===== src/rtl/pc_stack_pkg.sv =====
// Shared definitions for the program-counter / return-stack unit.
//   OP_WIDTH : width of the pc_op select
//   PC_*     : pc_op encodings; codes 5..7 are reserved and act as no-ops
package pc_stack_pkg;

  localparam int unsigned OP_WIDTH = 3;

  localparam logic [OP_WIDTH-1:0] PC_INC  = 3'd0;
  localparam logic [OP_WIDTH-1:0] PC_JMP  = 3'd1;
  localparam logic [OP_WIDTH-1:0] PC_BR   = 3'd2;
  localparam logic [OP_WIDTH-1:0] PC_CALL = 3'd3;
  localparam logic [OP_WIDTH-1:0] PC_RET  = 3'd4;

endpackage


===== src/rtl/addr_lifo.sv =====
// Return-address LIFO.
//   clk, reset : rising-edge clock, async active-high reset (pointer only)
//   push, pop  : request a push of din / a pop of the top entry
//   din        : address to push
//   dout       : top-of-stack entry, 0 when empty
//   depth      : number of valid entries
//   full/empty : depth == STACK_DEPTH / depth == 0
//   push_rej   : push requested while full (request ignored)
//   pop_rej    : pop requested while empty (request ignored)
module addr_lifo #(
  parameter int unsigned ADDR_WIDTH  = 12,
  parameter int unsigned STACK_DEPTH = 8,
  parameter int unsigned DEPTH_W     = $clog2(STACK_DEPTH + 1)
) (
  input  logic                  clk,
  input  logic                  reset,
  input  logic                  push,
  input  logic                  pop,
  input  logic [ADDR_WIDTH-1:0] din,
  output logic [ADDR_WIDTH-1:0] dout,
  output logic [DEPTH_W-1:0]    depth,
  output logic                  full,
  output logic                  empty,
  output logic                  push_rej,
  output logic                  pop_rej
);

  localparam int unsigned IDX_W = (STACK_DEPTH > 1) ? $clog2(STACK_DEPTH) : 1;

  logic [ADDR_WIDTH-1:0] mem [STACK_DEPTH];
  logic [DEPTH_W-1:0]    count;
  logic [IDX_W-1:0]      wr_idx;
  logic [IDX_W-1:0]      rd_idx;
  logic                  do_push;
  logic                  do_pop;

  assign wr_idx   = IDX_W'(count);
  assign rd_idx   = IDX_W'(count - DEPTH_W'(1));
  assign full     = (count == DEPTH_W'(STACK_DEPTH));
  assign empty    = (count == '0);
  assign do_push  = push & ~full;
  assign do_pop   = pop & ~empty;
  assign push_rej = push & full;
  assign pop_rej  = pop & empty;
  assign depth    = count;
  assign dout     = empty ? '0 : mem[rd_idx];

  // Simultaneous push and pop replaces the top entry in place.
  always_ff @(posedge clk) begin
    if (do_push) begin
      mem[do_pop ? rd_idx : wr_idx] <= din;
    end
  end

  always_ff @(posedge clk or posedge reset) begin
    if (reset) begin
      count <= '0;
    end else if (do_push && !do_pop) begin
      count <= count + DEPTH_W'(1);
    end else if (do_pop && !do_push) begin
      count <= count - DEPTH_W'(1);
    end
  end

endmodule


===== src/rtl/pc_stack_unit.sv =====
// Program counter with hardware return-address stack.
//   clk, reset : rising-edge clock, async active-high reset
//   pc_en      : apply pc_op this cycle; otherwise PC and stack hold
//   pc_op      : INC / JMP / BR / CALL / RET (5..7 reserved, no effect)
//   target     : absolute destination for JMP and CALL
//   offset     : two's-complement displacement for BR
//   err_clr    : clears the sticky ovf/udf flags (a same-edge error wins)
//   pc_out     : registered program counter
//   tos        : top-of-stack return address, 0 when empty
//   depth      : number of stacked return addresses
//   full/empty : stack status
//   ovf        : sticky, CALL attempted while full
//   udf        : sticky, RET attempted while empty
module pc_stack_unit
  import pc_stack_pkg::*;
#(
  parameter int unsigned           ADDR_WIDTH   = 12,
  parameter int unsigned           STACK_DEPTH  = 8,
  parameter int unsigned           OFF_WIDTH    = 8,
  parameter logic [ADDR_WIDTH-1:0] RESET_VECTOR = '0
) (
  input  logic                             clk,
  input  logic                             reset,
  input  logic                             pc_en,
  input  logic [OP_WIDTH-1:0]              pc_op,
  input  logic [ADDR_WIDTH-1:0]            target,
  input  logic [OFF_WIDTH-1:0]             offset,
  input  logic                             err_clr,
  output logic [ADDR_WIDTH-1:0]            pc_out,
  output logic [ADDR_WIDTH-1:0]            tos,
  output logic [$clog2(STACK_DEPTH+1)-1:0] depth,
  output logic                             full,
  output logic                             empty,
  output logic                             ovf,
  output logic                             udf
);

  localparam int unsigned DEPTH_W = $clog2(STACK_DEPTH + 1);

  logic [ADDR_WIDTH-1:0] pc;
  logic [ADDR_WIDTH-1:0] pc_next;
  logic [ADDR_WIDTH-1:0] pc_inc;
  logic [ADDR_WIDTH-1:0] off_ext;
  logic                  push;
  logic                  pop;
  logic                  push_rej;
  logic                  pop_rej;

  assign pc_inc  = pc + ADDR_WIDTH'(1);
  assign off_ext = ADDR_WIDTH'($signed(offset));

  addr_lifo #(
    .ADDR_WIDTH  (ADDR_WIDTH),
    .STACK_DEPTH (STACK_DEPTH),
    .DEPTH_W     (DEPTH_W)
  ) u_lifo (
    .clk      (clk),
    .reset    (reset),
    .push     (push),
    .pop      (pop),
    .din      (pc_inc),
    .dout     (tos),
    .depth    (depth),
    .full     (full),
    .empty    (empty),
    .push_rej (push_rej),
    .pop_rej  (pop_rej)
  );

  // CALL jumps even when the push is refused; RET on an empty stack
  // degrades to an increment.
  always_comb begin
    pc_next = pc;
    push    = 1'b0;
    pop     = 1'b0;
    if (pc_en) begin
      case (pc_op)
        PC_INC:  pc_next = pc_inc;
        PC_JMP:  pc_next = target;
        PC_BR:   pc_next = pc + off_ext;
        PC_CALL: begin
          push    = 1'b1;
          pc_next = target;
        end
        PC_RET: begin
          pop     = 1'b1;
          pc_next = empty ? pc_inc : tos;
        end
        default: pc_next = pc;
      endcase
    end
  end

  always_ff @(posedge clk or posedge reset) begin
    if (reset) begin
      pc <= RESET_VECTOR;
    end else begin
      pc <= pc_next;
    end
  end

  always_ff @(posedge clk or posedge reset) begin
    if (reset) begin
      ovf <= 1'b0;
      udf <= 1'b0;
    end else begin
      ovf <= push_rej | (ovf & ~err_clr);
      udf <= pop_rej  | (udf & ~err_clr);
    end
  end

  assign pc_out = pc;

endmodule


===== config.mk =====
export PLATFORM = sky130hd
export DESIGN_NAME = pc_stack_unit
export DESIGN_NICKNAME = d
export VERILOG_FILES = /design/src/rtl/pc_stack_pkg.sv /design/src/rtl/addr_lifo.sv /design/src/rtl/pc_stack_unit.sv
export SDC_FILE = /design/constraint.sdc
export NUM_CORES = 1
export LEC_CHECK = 0
export ABC_AREA = 1
export BUFFER_PORTS_ARGS = -buffer_cell sky130_fd_sc_hd__buf_2
export CAP_MARGIN = 20
export CORE_MARGIN = 2
export CORE_UTILIZATION = 60
export DETAILED_ROUTE_END_ITERATION = 16
export GPL_TIMING_DRIVEN = 0
export PLACE_DENSITY = 0.87
export SLEW_MARGIN = 20
export SYNTH_ARGS = -nofsm -noshare
export SYNTH_HDL_FRONTEND = slang
export SYNTH_SLANG_ARGS = --single-unit

===== constraint.sdc =====
create_clock -name clk -period 7.4 [get_ports clk]
set_input_delay 0.74 -clock clk [delete_from_list [all_inputs] [get_ports clk]]
set_output_delay 0.74 -clock clk [all_outputs]
set_load 0.02 [all_outputs]

==> results.json <==
{
  "outcome": "finished clean",
  "finalHoldViolCount": 0,
  "rrSetupSlack_ps": 4070,
  "r2r-start": "u_lifo.depth[0]",
  "cts_root_buf": "clkbuf_8",
  "rsz0062_at_grt": "no",
  "overflow": 0,
  "seqCellArea_um2": 3330,
  "met1Wirelength_mm": 6.84,
  "muxShareOfSynthArea_pct": 0,
  "hpwlAfterDp_mm": 12.0,
  "wl_met3_mm": 1.73,
  "cts_sinks": 114,
  "critPathKind": "reg2out",
  "wl_met2_mm": 7.95,
  "clk_pin_slew_ps": 60,
  "fin_crit_ps": 3960,
  "startpoint_type": "flop",
  "ys.warnings.count": 0,
  "gp_congestion": 0.975,
  "switchingPower_mw": 1.37,
  "ys.flop_type": "edfxtp_1",
  "numCtsBuffers": 17,
  "synth_top_family_by_area": "simple AND/OR/NAND/NOR gates",
  "synthDistinctLibCells": 44,
  "ant_nets": 0,
  "viasPerCell": 5.74,
  "synth_area_leaders": "edfxtp_1 (45%), nand2_1 (13%), dfrtp_1 (7.1%)",
  "placement.cell_area_um2": 6870,
  "syn_area_um2": 6370,
  "finalWirelength_mm": 17.1,
  "multiInputGateArea_um2": 2490,
  "antenna_cells": 0,
  "comb_power_share_pct": 48.3,
  "areaGrowthSynthToFinish_pct": 16.0,
  "powerDensity_nw_per_um2": 408,
  "ctsResizeCount": 0,
  "num_vias": 5572,
  "grt_pass1_wl_mm": 26.6,
  "die_width_um": 107,
  "syn_area_per_cell_um2": 8.59,
  "required_ps": 6660,
  "ctsHoldBuffers": 0,
  "synth-xor-area-share_pct": 1.63,
  "fmax_ghz": 0.252,
  "hold_path_class": "in2async",
  "pwr-share-clk_pct": 23.9,
  "pin_count": 59,
  "start_util_pct": 61.7,
  "synth_compound_area_share_pct": 5.83,
  "antenna_found_initial": 0,
  "layout-drive-gt1-share_pct": 17.5,
  "ir_drop_v": 0.000395,
  "p_int_mw": 1.64,
  "final_common_cell": "nand2_1",
  "crit_fanout": 10,
  "yosysSeqAreaShare_pct": 52.3,
  "fin_nets": 864,
  "crit_path_end_kind": "output pin",
  "fin_crit_sh_pct": 53.6,
  "syn_nets": 785,
  "p_seq_share_pct": 27.8,
  "reg2reg_depth": 11,
  "r2r_end": "u_lifo.mem[1][5]",
  "fillers": 753,
  "design_area_um2": 7390,
  "num_rows": 37,
  "drc": 0,
  "clock-skew-final_ps": 5.83,
  "die-area_um2": 11500,
  "cts_setup_buffers": 0,
  "synth-seq-cells": 114,
  "highest_layer": "met4",
  "worst_pin_slew_ps": 936,
  "core_area_um2": 10300,
  "synth.top_cell.area_share_pct": 45.2,
  "first_iter_violations": 689,
  "track_usage_pct": 31.2,
  "cts_tree": "done",
  "grt_max_degree": 19,
  "finalPower_mw": 3.01,
  "clock_path_buffers": 2,
  "drv_cap": 0,
  "grt_pass1_vias": 5222,
  "switching_share_pct": 45.6,
  "arrival_ps": 3220,
  "async_flop_share_pct": 15.8,
  "wl_per_cell_um": 17.7,
  "yosys.area_share.simple_pct": 28.2,
  "clk_latency_ps": 530,
  "maxSlewViolCount": 0,
  "setup_violations": 0,
  "slew_headroom_pct": 37.5,
  "port_buffers": 58,
  "p_leak_nw": 3.40,
  "synth_top_area_cell": "edfxtp_1",
  "finalSetupTns_ps": 0,
  "synth-edff-count": 96,
  "dieHeight_um": 107,
  "htree_levels": 4,
  "syn_inst": 742,
  "synthAdderAreaFrac_pct": 3.26,
  "final_cell_mix": "nand2_1 (226), inv_1 (97), edfxtp_1 (96), nand3_1 (69), nor2_1 (67)",
  "first_pass_iters": 6
}
kinds of logic (layout without fill, tap and decap cells):
family                   after synthesis  count (layout)
AO/OA/AOI/OAI                         64              64
XOR/XNOR                              11              11
buffers and inverters                129             221
flip-flops                           114             114
AND/OR/NAND/NOR                      408             408
adder cells (fa/ha/maj)               16              16
cell usage after synthesis, types with 2 or more instances:
master / n
a21oi_1: 11
a22oi_1: 3
and3_1: 5
buf_2: 8
buf_4: 7
buf_6: 4
clkbuf_1: 5
dfrtp_1: 18
edfxtp_1: 96
ha_1: 15
inv_1: 97
inv_2: 5
inv_4: 2
nand2_1: 226
nand2_2: 2
nand2_4: 4
nand3_1: 69
nand3b_1: 2
nand4_1: 10
nor2_1: 73
nor2_2: 3
nor2_4: 5
nor3_1: 2
o211ai_1: 10
o21ai_0: 28
o21ai_1: 4
o22ai_1: 3
xnor2_1: 4
xor2_1: 6
metal layers:
metal | global-route usage (%) | vias up
met5 | 0 | -
met3 | 5.90 | 55
li1 | - | 2587
met2 | 48.4 | 363
met4 | 15.4 | 0
met1 | 42.1 | 2567
worst max-delay path, cell delays in order (launching register included):
cell and delay (ps):
dfrtp_1 390, buf_4 170, inv_4 60, buf_4 170, buf_6 150, ha_1 280, buf_4 180, clkbuf_1 390
o21ai_0 220, o211ai_1 290, and3_1 210, buf_2 170
sequential cells by signal (all words and copies together) (netlist names):
name	count
u_lifo.mem	96
pc_out	12
u_lifo.depth	4
ovf	1
udf	1
power groups by stage:
stage	clock network [mW]	logic, mW	registers (mW)
final	0.721	1.46	0.838
after CTS	0.718	1.43	0.837
after detailed placement	0	1.41	0.849
after floorplan	0	0.942	0.867
after global routing	0.747	1.58	0.842
after global placement	0	1.35	0.847
per-stage QoR:
stage,util [%],instances,worst slack (ps),hold WS (ps)
after floorplan,-,742,4500,616
after global placement,66.2,936,3990,553
after detailed placement,66.5,938,4110,559
after CTS,71.6,970,3510,347
after global routing,71.6,970,3290,423
final,71.6,970,3440,339
cell type report:
cell class | count | share of cell area, %
buffer | 24 | 2.12
clock buffer | 17 | 5.60
clock inverter | 15 | 1.44
inverter | 105 | 5.47
multi-input combinational | 499 | 33.7
sequential | 114 | 45.1
tap | 136 | 2.30
timing repair buffer | 60 | 4.23
how the worst max path moves through the flow:
stage / from / to / cells after the start
6_report: u_lifo.depth[0] / tos[1] / 11
5_1_grt: u_lifo.depth[0] / tos[2] / 11
4_1_cts: u_lifo.depth[0] / tos[4] / 11
3_5_place_dp: u_lifo.depth[0] / tos[1] / 11
3_3_place_gp: u_lifo.depth[0] / u_lifo.mem[1][0] / 11
2_1_floorplan: u_lifo.depth[0] / tos[2] / 10
Power figures use the tool's default switching activity.
